===== src/rtl/gpio_io_periph.sv =====
// Purpose: board-side GPIO peripheral; binary->BCD 7-segment display plus debounced switch inputs.
// Latency: display valid 34 edges after a new gpio_out is seen; gpio_in follows sw after DB_CYCLES..DB_CYCLES+3 edges.
// Backpressure: none; gpio_out writes arriving mid-conversion are re-checked in IDLE, so the last write always shows.
module gpio_io_periph #(
    parameter int DB_CYCLES = 16
) (
    input  logic        clk,
    input  logic        res,
    input  logic [31:0] gpio_out,
    input  logic [17:0] sw,
    output logic [17:0] gpio_in,
    output logic [55:0] hex,
    output logic        busy,
    output logic        overflow
);

    localparam int CW = (DB_CYCLES > 2) ? $clog2(DB_CYCLES) : 1;
    localparam logic [CW-1:0] CNT_MAX = CW'(DB_CYCLES - 1);
    localparam logic [6:0] SEG_DASH  = 7'b0111111;
    localparam logic [6:0] SEG_BLANK = 7'b1111111;

    typedef enum logic [1:0] {IDLE, SHIFT, DONE} state_t;

    state_t        state, state_nx;
    logic          pending;
    logic [31:0]   src;
    logic [31:0]   shown_val;
    logic [31:0]   bin_sr;
    logic [39:0]   bcd;
    logic [39:0]   bcd_adj;
    logic [4:0]    sh_cnt;
    logic          start;
    logic          ovf_nx;
    logic [55:0]   hex_nx;
    logic          blank;
    logic [3:0]    dig;

    logic [17:0]   s1, s2, s2_prev;
    logic [CW-1:0] cnt;

    // Active-low gfedcba pattern for one decimal digit.
    function automatic logic [6:0] seg7(input logic [3:0] d);
        logic [6:0] s;
        case (d)
            4'd0:    s = 7'b1000000;
            4'd1:    s = 7'b1111001;
            4'd2:    s = 7'b0100100;
            4'd3:    s = 7'b0110000;
            4'd4:    s = 7'b0011001;
            4'd5:    s = 7'b0010010;
            4'd6:    s = 7'b0000010;
            4'd7:    s = 7'b1111000;
            4'd8:    s = 7'b0000000;
            4'd9:    s = 7'b0010000;
            default: s = SEG_BLANK;
        endcase
        return s;
    endfunction

    // Double-dabble correction: each digit >= 5 gets +3 before the shift (no inter-digit carry possible).
    function automatic logic [39:0] add3(input logic [39:0] b);
        logic [39:0] r;
        r = b;
        for (int i = 0; i < 10; i++) begin
            if (r[4*i +: 4] >= 4'd5) begin
                r[4*i +: 4] = r[4*i +: 4] + 4'd3;
            end
        end
        return r;
    endfunction

    assign start   = (state == IDLE) && (pending || (gpio_out != shown_val));
    assign bcd_adj = add3(bcd);
    assign ovf_nx  = (bcd[39:32] != 8'd0);

    // Display FSM state register.
    always_ff @(posedge clk) begin
        if (res) begin
            state <= IDLE;
        end else begin
            state <= state_nx;
        end
    end

    // Display FSM next-state: IDLE -> 32 SHIFT edges -> one DONE edge -> IDLE.
    always_comb begin
        state_nx = state;
        case (state)
            IDLE:    if (start) state_nx = SHIFT;
            SHIFT:   if (sh_cnt == 5'd31) state_nx = DONE;
            DONE:    state_nx = IDLE;
            default: state_nx = IDLE;
        endcase
    end

    // Segment image of the finished BCD value, with leading-zero blanking and overflow dashes.
    always_comb begin
        hex_nx = '1;
        blank  = 1'b1;
        dig    = 4'd0;
        if (ovf_nx) begin
            hex_nx = {8{SEG_DASH}};
        end else begin
            for (int i = 7; i >= 0; i--) begin
                dig = bcd[4*i +: 4];
                if (dig != 4'd0 || i == 0) begin
                    blank = 1'b0;
                end
                hex_nx[7*i +: 7] = blank ? SEG_BLANK : seg7(dig);
            end
        end
    end

    // Conversion datapath and registered display outputs; hex only changes in DONE so no partial value shows.
    always_ff @(posedge clk) begin
        if (res) begin
            pending   <= 1'b1;
            busy      <= 1'b0;
            overflow  <= 1'b0;
            hex       <= '1;
            src       <= '0;
            shown_val <= '0;
            bin_sr    <= '0;
            bcd       <= '0;
            sh_cnt    <= '0;
        end else begin
            case (state)
                IDLE: begin
                    if (start) begin
                        src     <= gpio_out;
                        bin_sr  <= gpio_out;
                        bcd     <= '0;
                        sh_cnt  <= '0;
                        busy    <= 1'b1;
                        pending <= 1'b0;
                    end
                end
                SHIFT: begin
                    {bcd, bin_sr} <= {bcd_adj[38:0], bin_sr, 1'b0};
                    sh_cnt        <= sh_cnt + 5'd1;
                end
                DONE: begin
                    shown_val <= src;
                    overflow  <= ovf_nx;
                    hex       <= hex_nx;
                    busy      <= 1'b0;
                end
                default: ;
            endcase
        end
    end

    // Switch synchronizer and debounce; the s2 == s2_prev term stops a saturated counter
    // from passing through the very first sample of a new value.
    always_ff @(posedge clk) begin
        if (res) begin
            s1      <= '0;
            s2      <= '0;
            s2_prev <= '0;
            cnt     <= '0;
            gpio_in <= '0;
        end else begin
            s1      <= sw;
            s2      <= s1;
            s2_prev <= s2;
            if (s2 != s2_prev) begin
                cnt <= '0;
            end else if (cnt != CNT_MAX) begin
                cnt <= cnt + CW'(1);
            end
            if (cnt == CNT_MAX && s2 == s2_prev) begin
                gpio_in <= s2;
            end
        end
    end

endmodule

===== config.mk =====
export PLATFORM = sky130hd
export DESIGN_NAME = gpio_io_periph
export DESIGN_NICKNAME = d
export VERILOG_FILES = /design/src/rtl/gpio_io_periph.sv
export SDC_FILE = /design/constraint.sdc
export NUM_CORES = 1
export LEC_CHECK = 0
export BUFFER_PORTS_ARGS = -buffer_cell sky130_fd_sc_hd__buf_4
export CAP_MARGIN = 30
export CORE_MARGIN = 8
export CORE_UTILIZATION = 50
export DETAILED_ROUTE_END_ITERATION = 16
export PLACE_DENSITY = 0.66
export SLEW_MARGIN = 5
export SYNTH_ARGS = -nofsm -noshare
export SYNTH_HDL_FRONTEND = slang
export SYNTH_SLANG_ARGS = --single-unit

===== constraint.sdc =====
create_clock -name clk -period 3.75 [get_ports clk]
set_clock_uncertainty 0.15 [all_clocks]
set_input_delay 0 -clock clk [delete_from_list [all_inputs] [get_ports clk]]
set_output_delay 0 -clock clk [all_outputs]
set_load 0.02 [all_outputs]

After elaboration in Yosys (flattened, before gate mapping)
Memory sizes are Yosys's and may differ from the RTL's. A register that Yosys moved wholly into a read port is not among the register bits.
Index checks and enable logic that the tools add are counted.
W data, S select, Z words.
- register bits: 278
- bits in latches: 0
- RAM bits: 0
- memory bits (read-only): 896
- input bits: 52
- output and inout port bits: 76
- word-level logic and storage cells: 135
- memories kept: 8
- add/sub/neg operators: 12
- $mul: 0
- divide/modulo/power cells: 0
- magnitude comparators: 10
- equality and inequality tests: 10
- shift operators: 0
- mux-type cells: 61
- bitwise operators: 0
- reduce and logical (&&, ||, !) cells: 19
- memories (name ; depth ; width ; rd ports ; clocked after Yosys merged registers in ; wr ports ; RTL line ; text):
    (name not given) ; 16 ; 7 ; 1 ; 1 ; 0 ; 44 ; case (d)
    (name not given) ; 16 ; 7 ; 1 ; 1 ; 0 ; 44 ;
    (name not given) ; 16 ; 7 ; 1 ; 1 ; 0 ; 44 ;
    (name not given) ; 16 ; 7 ; 1 ; 1 ; 0 ; 44 ;
    (name not given) ; 16 ; 7 ; 1 ; 1 ; 0 ; 44 ;
    (name not given) ; 16 ; 7 ; 1 ; 1 ; 0 ; 44 ;
    2 more memories ; n/a ; n/a ; n/a ; n/a ; n/a ; n/a ;
- operators with widths (kind ; number):
    $mux W4 ; 25
    $pmux W40 S2 ; 1
    $pmux W32 S2 ; 1
    $mux W56 ; 1
    $mux W7 ; 8
    $ge A4 B3 Y1 const B ; 10
    $mux W40 ; 1
    $add A4 B2 Y4 const B ; 9
    $mux W32 ; 1
    $ne A32 B32 Y1 ; 1
    $reduce_bool A4 Y1 ; 7
    $eq A18 B18 Y1 ; 1
    $ne A18 B18 Y1 ; 1
    $mux W1 ; 16
    $pmux W5 S2 ; 1
    $reduce_and A2 Y1 ; 4
    $reduce_bool A8 Y1 ; 1
    $add A5 B1 Y5 const B ; 1
    $eq A5 B5 Y1 const B ; 1
    $mux W5 ; 1
    $add A4 B1 Y4 const B ; 1
    $eq A4 B4 Y1 const B ; 1
    $mux W2 ; 2
    $ne A2 B2 Y1 const B ; 2
    12 further kinds ; 14

Depth between registers and ports, before layout
Gate-level depths: netlist of run 1.
- depth after elaboration: 17
- depth in mapped cells: 13
- gate-level depth less buffers: 13

Worst setup path before layout of run 1
No wires, ideal clock.
- kind: register to register
- from: register shown_val[29]
- to: register (tool-made name)
- data arrival time: 2962 ps
- path slack: 560 ps
- cell stages (with the launch flop): 13
- buffers on the path: 2
- cells stage by stage: dfxtp_1 nor2b_1 a2111oi_2 o2111ai_1 nor4_2 buf_4 buf_4 nand4_1 a31oi_1 inv_1 ha_1 or3_1 a32oi_1
- RTL lines (what ; RTL line ; text):
    start, declared ; 27 ; logic [31:0] shown_val;
    start signal, assigned ; 143 ; shown_val <= src;

==> metrics.cfg, run 1 <==
[hold_path]
min_path_type=in -> reg
worstHoldEndpoint=s1[9]$_SDFF_PP0_
holdPathStages=3
min_from=sw[9]

[synthesis]
yosysTopAreaCell=dfxtp_1
ys_ff_latch=334
ys_top_cells_by_area=dfxtp_1, nand2_1, ha_1, a21oi_1, nor2_1
synth_area_per_cell_um2=8.61
async_reset_ff_frac=0
synth_area_um2=14200
synth_edf_count=0
yosysTopAreaCellShare=0.472
yosysUniqueCellTypes=71
yosys_warnings=0
synthCells=1645
synth_nets=1767
yosysSeqAreaShare=0.472
synth_flop_cell=dfxtp_1

[critical_path]
critPathMaxFanout=15
reg2regPathDepth=12
reg2reg_setup_slack_ps=270
required_ps=4030
r2r-start=shown_val[29]$_SDFFE_PP0P_
crit_path_start_kind=flip-flop
arrival_ps=3760
worstSetupEndpointType=flip-flop
path_class=reg -> reg

[cts]
cts-root-buf=clkbuf_16
cts_buffers=37
cts_buffer_depth=3
path_clk_slew_ps=60
clk-insertion-delay-late_ps=520
htreeDepth=2
cts.sinks=334
postCtsSetupRepairBufs=0
tritoncts=done

[drt]
dr.pass1.iters=6
dr_total_vias=11814
drt_iter0_markers=846
drt-vias-per-instance=5.35
drtAntennaViolNets=0
wl_mm=34.0
wl_per_cell_um=15.4
drc=0

[global_routing]
grt_pass1_vias=11299
met3_usage=0.0348
grtUsageMet2=0.320
top_usage_layer=met2
grt_start_max_net_pins=103
antenna_found_initial=0
grt-ovfl-total=0
grt_pass1_wl_mm=56.4
grtUsageTotal=0.197
grt_util_met1=0.264

[status]
outcome=complete, no violations

[placed_design]
io_buffers=127
pre_cts_ws_ps=283
place_hpwl_mm=22.0
routabilityCongestion=0.816

[floorplan]
io-pin-count=128
die-area_um2=34000
rows=61
fp.dieH_um=184
start_util=0.509
core_area_um2=27900
die_x_um=184

[sta]
slew_violations=0
slew_headroom=0.448
min_period_over_period=0.928
finalSetupViolations=0
fin_crit_ps=3480
finalHoldViolCount=0
rsz0062_at_grt=false
worst_pin_slew_ps=816
fmax_ghz=0.287
fin_tns_setup_ps=0
finalWorstSetupSlack_ps=268

[pwr]
p_leak_nw=6.99
ir_drop_uv=387
power.density_nw_per_um2=431

[layout]
area_delta_synth_final_pct=22.3
final_nets=1926
final_layout_size_suffix_gt1_frac=0.139

[job]
maxCapViolCount=0

-- cell usage after synthesis (5+ instances only) --
cell,instances
a211oi_1,9
or3_1,7
inv_1,61
a21oi_1,123
a31oi_1,22
a22o_1,5
o31ai_1,5
a41oi_1,9
nor3b_1,7
nor4_1,6
xor2_1,24
mux2i_1,27
nand2b_1,20
and3_1,7
a22oi_1,14
nor2b_1,60
a311oi_1,34
inv_2,5
nor2_1,137
o22ai_1,40
ha_1,70
o21ai_0,61
a21o_1,6
xnor2_1,36
o21a_1,5
nand4_1,10
buf_1,8
dfxtp_1,334
nand3_1,20
nor3_1,28
nand2_1,292
clkbuf_1,85
-- metrics by stage --
step	cell area [µm²]	power (mW)	hold WS, ps	utilization	cells
2_1_floorplan	14200	3.93	-21.8	-	1645
3_3_place_gp	15500	4.06	63.1	0.558	2085
3_5_place_dp	15500	4.06	69.0	0.558	2085
4_1_cts	17200	7.53	80.2	0.619	2202
5_1_grt	17300	7.74	97.7	0.622	2206
6_report	17300	7.47	97.4	0.622	2207
-- area by class of cell --
type	count	area [µm²]
tap	378	473
sequential	334	6690
clock buffer	47	1030
clock inverter	16	120
multi-input combinational	1145	6900
fill	2403	10500
timing repair buffer	219	1870
inverter	67	251
antenna	1	2.50
-- logic make-up after synthesis --
kind of cell,Yosys count,share of synthesized area
simple gates,619,0.197
flops,334,0.472
buf+inv,166,0.0450
xor+xnor,60,0.0371
fa+ha+maj,70,0.0618
compound gates,368,0.167
mux,28,0.0199
-- critical path: stages, from the launching register on --
cell and delay, ps:
dfxtp_1 310, nor2b_1 130, a2111oi_2 330, o2111ai_1 250
or4_4 640, o31ai_4 270, buf_12 200, a22oi_1 120
nor2_1 140, inv_1 100, ha_1 190, or3_1 340
a32oi_1 210
-- routing by layer --
layer	wire, µm	vias up
li1	-	5940
met1	16000	5504
met2	15400	302
met3	1900	68
met4	775	0
met5	0	-
-- how the worst max path moves through the flow --
stage               cells past startpoint   endpoint  slack [ps]                  startpoint
floorplan                              12  flip-flop         560  shown_val[29]$_SDFFE_PP0P_
global placement                       12  flip-flop         360  shown_val[17]$_SDFFE_PP0P_
detailed placement                     12  flip-flop         280  shown_val[17]$_SDFFE_PP0P_
CTS                                    12  flip-flop         250  shown_val[17]$_SDFFE_PP0P_
global route                           12  flip-flop          50  shown_val[17]$_SDFFE_PP0P_
finish                                 12  flip-flop         270  shown_val[29]$_SDFFE_PP0P_
-- power breakdown --
part / total [mW] / switching (mW) / leakage, nW / internal, mW
Combinational: 0.379 / 0.212 / 3.70 / 0.167
Clock: 3.43 / 1.41 / 0.573 / 2.02
Sequential: 3.66 / 0.0401 / 2.72 / 3.62
Total: 7.47 / 1.66 / 6.99 / 5.81
-- cells in the final DEF, fill, tap and decap left out, types with 5 or more instances in the layout --
cell type	instances
inv_2	5
o21a_1	5
a21o_1	6
mux2i_1	27
nand2b_1	20
clkbuf_8	7
nand2_1	291
nor3_1	28
a211oi_1	9
xor2_1	24
a22oi_1	14
nand4_1	10
o31ai_1	5
dfxtp_1	334
o22ai_1	40
buf_4	159
ha_1	70
a22o_1	5
dlygate4sd3_1	54
a21oi_1	123
nor2_1	135
inv_1	61
clkinv_2	10
a41oi_1	9
nand3_1	20
and3_1	7
nor2b_1	59
nor4_1	6
a311oi_1	34
clkbuf_16	37
a31oi_1	22
xnor2_1	36
nor3b_1	7
o21ai_0	61
or3_1	7
-- what timing repair did --
action                                 CTS  global route
hold buffers                            54             0
endpoints found under the hold margin  121             0
gates resized for setup                  0             0
Power figures use the tool's default switching activity.
==> run 2, diff against run 1 <==
--- a/config.mk
+++ b/config.mk
@@ -9,6 +9,7 @@
 export CAP_MARGIN = 30
 export CORE_MARGIN = 8
 export CORE_UTILIZATION = 50
+export CTS_BUF_LIST = sky130_fd_sc_hd__clkbuf_2 sky130_fd_sc_hd__clkbuf_4 sky130_fd_sc_hd__clkbuf_8
 export DETAILED_ROUTE_END_ITERATION = 16
 export PLACE_DENSITY = 0.66
 export SLEW_MARGIN = 5
==> run 2 against run 1 <==
- hold slack got worse by 60 ps
- highest routed layer unchanged
- design area is essentially flat
- die area stayed put
- final cell count up 1.2%
- critical path depth stayed put
- register-to-register slack hardly changed
- first-iteration DRC count fell by 6.0%
- non-clock buffer count is the same
==> metrics.cfg, run 2 (synthesized netlist as in run 1, its figures left out) <==
[status]
outcome=complete, no violations

[cts]
path_clk_slew_ps=60  ; about the same
ctsResizeCount=0  ; unchanged
tritoncts=done
postCtsSetupRepairBufs=0  ; unchanged
cts_buffer_depth=3  ; unchanged
clk-insertion-delay-late_ps=580  ; +60 ps
cts-root-buf=clkbuf_8
holdBufCountCts=54  ; unchanged
htreeDepth=2  ; unchanged
cts_buffers=54  ; +46%
cts.sinks=334  ; unchanged

[placed_design]
io_buffers=127  ; unchanged
routabilityCongestion=0.816  ; unchanged
pre_cts_ws_ps=283  ; unchanged
dp_cells=2085  ; unchanged
postPlaceCellArea_um2=15500  ; unchanged
place_hpwl_mm=22.0  ; unchanged

[hold_path]
worstHoldEndpoint=s1[9]$_SDFF_PP0_
min_path_type=in -> reg
min_from=sw[9]
holdPathStages=3  ; unchanged

[critical_path]
crit_path_start_kind=flip-flop
arrival_ps=3830  ; +70 ps
cp_top_family=simple AND/OR/NAND/NOR gates
worstSetupEndpointType=flip-flop
cp_slowest_cell=or4_4
path_cells=xor2_1, nor4_1, nand4_1, or4_4, o31ai_4, buf_12, a22oi_1, nor2_1, inv_1, ha_1, or3_1, a32oi_1
critPathMaxFanout=15  ; unchanged
reg2reg_setup_slack_ps=260  ; about the same
startpoint=shown_val[17]$_SDFFE_PP0P_
reg2regPathDepth=12  ; unchanged
path_class=reg -> reg
max_stage_delay_ps=590  ; -50 ps
path_buf_inv=2  ; unchanged
r2r-start=shown_val[17]$_SDFFE_PP0P_
required_ps=4090  ; +60 ps

[drt]
dr_total_vias=11896  ; +0.69%
drt-vias-per-instance=5.32  ; -0.52%
drc=0  ; unchanged
drt_iter0_markers=795  ; -6.0%
drtAntennaViolNets=0  ; unchanged
wl_mm=34.2  ; +0.50%
dr.pass1.iters=5  ; -1
wl_per_cell_um=15.3  ; -0.72%

[layout]
multi_input_area_um2=6900  ; unchanged
final_nets=1943  ; +0.88%
area_delta_synth_final_pct=22.2  ; about the same
layout_common_cells=dfxtp_1, nand2_1, buf_4
final_area_um2=17300  ; about the same
layoutNonFillerInstCount=2234  ; +1.2%
final_common_cell=dfxtp_1
final_layout_size_suffix_gt1_frac=0.154  ; +0.0146
fill_cells=2410  ; +0.29%
finish.utilization=0.622  ; about the same
antennaDiodeCount=0  ; -1
seqCellArea_um2=6690  ; unchanged

[sta]
rsz0062_at_grt=false
fmax_ghz=0.286  ; -0.38%
finalHoldViolCount=0  ; unchanged
worst_pin_slew_ps=821  ; +5.26 ps
min_period_over_period=0.932  ; +0.00351
fin_tns_setup_ps=0  ; unchanged
finalSetupViolations=0  ; unchanged
fin_crit_ps=3490  ; +13.2 ps
fin_hold_ws_ps=37.4  ; -60.0 ps
slew_violations=0  ; unchanged
slew_headroom=0.445  ; -0.00356
finalWorstSetupSlack_ps=255  ; -13.2 ps

[floorplan]
rows=61  ; unchanged
core_area_um2=27900  ; unchanged
start_util=0.509  ; unchanged
fp.dieH_um=184  ; unchanged
die-area_um2=34000  ; unchanged
io-pin-count=128  ; unchanged
die_x_um=184  ; unchanged

[global_routing]
grt_pass1_wl_mm=56.5  ; +0.19%
grtUsageTotal=0.197  ; about the same
grt-ovfl-total=0  ; unchanged
grt_start_max_net_pins=103  ; unchanged
antenna_found_initial=0  ; unchanged
grt_pass1_vias=11439  ; +1.2%

[pwr]
power.total_mw=7.31  ; -2.2%
ir_drop_uv=299  ; -23%
power.density_nw_per_um2=422  ; -2.1%
p_leak_nw=7.03  ; +0.47%

[job]
maxCapViolCount=0  ; unchanged

==> run 2: layout make-up <==
class | count | area share
inverter | 67 | 0.0145
multi-input combinational | 1145 | 0.398
clock buffer | 83 | 0.0602
sequential | 334 | 0.386
clock inverter | 8 | 0.00571
tap | 378 | 0.0273
timing repair buffer | 219 | 0.108
==> run 2: power by group <==
group / internal (mW) / leakage, nW / switching, mW
Sequential: 3.63 / 2.72 / 0.0403
Clock: 1.89 / 0.605 / 1.37
Combinational: 0.167 / 3.70 / 0.211
==> run 2: layer usage <==
| layer | up-vias | wire [µm] | GRT usage |
|---|---|---|---|
| li1 | 5972 | - | - |
| met1 | 5580 | 16200 | 0.262 |
| met2 | 291 | 15500 | 0.321 |
| met3 | 53 | 1860 | 0.0394 |
| met4 | 0 | 603 | 0.0571 |
| met5 | - | 0 | 0 |
==> run 2: tightest hold or removal path, stage by stage <==
cell	delay [ps]
dlygate4sd3_1	520
buf_4	90
nor2b_1	100
==> run 2: worst max-delay path by stage <==
stage / cells after the start / endpoint
global route: 12 / flip-flop
global placement: 12 / flip-flop
finish: 12 / flip-flop
CTS: 12 / flip-flop
detailed placement: 12 / flip-flop
floorplan: 12 / flip-flop
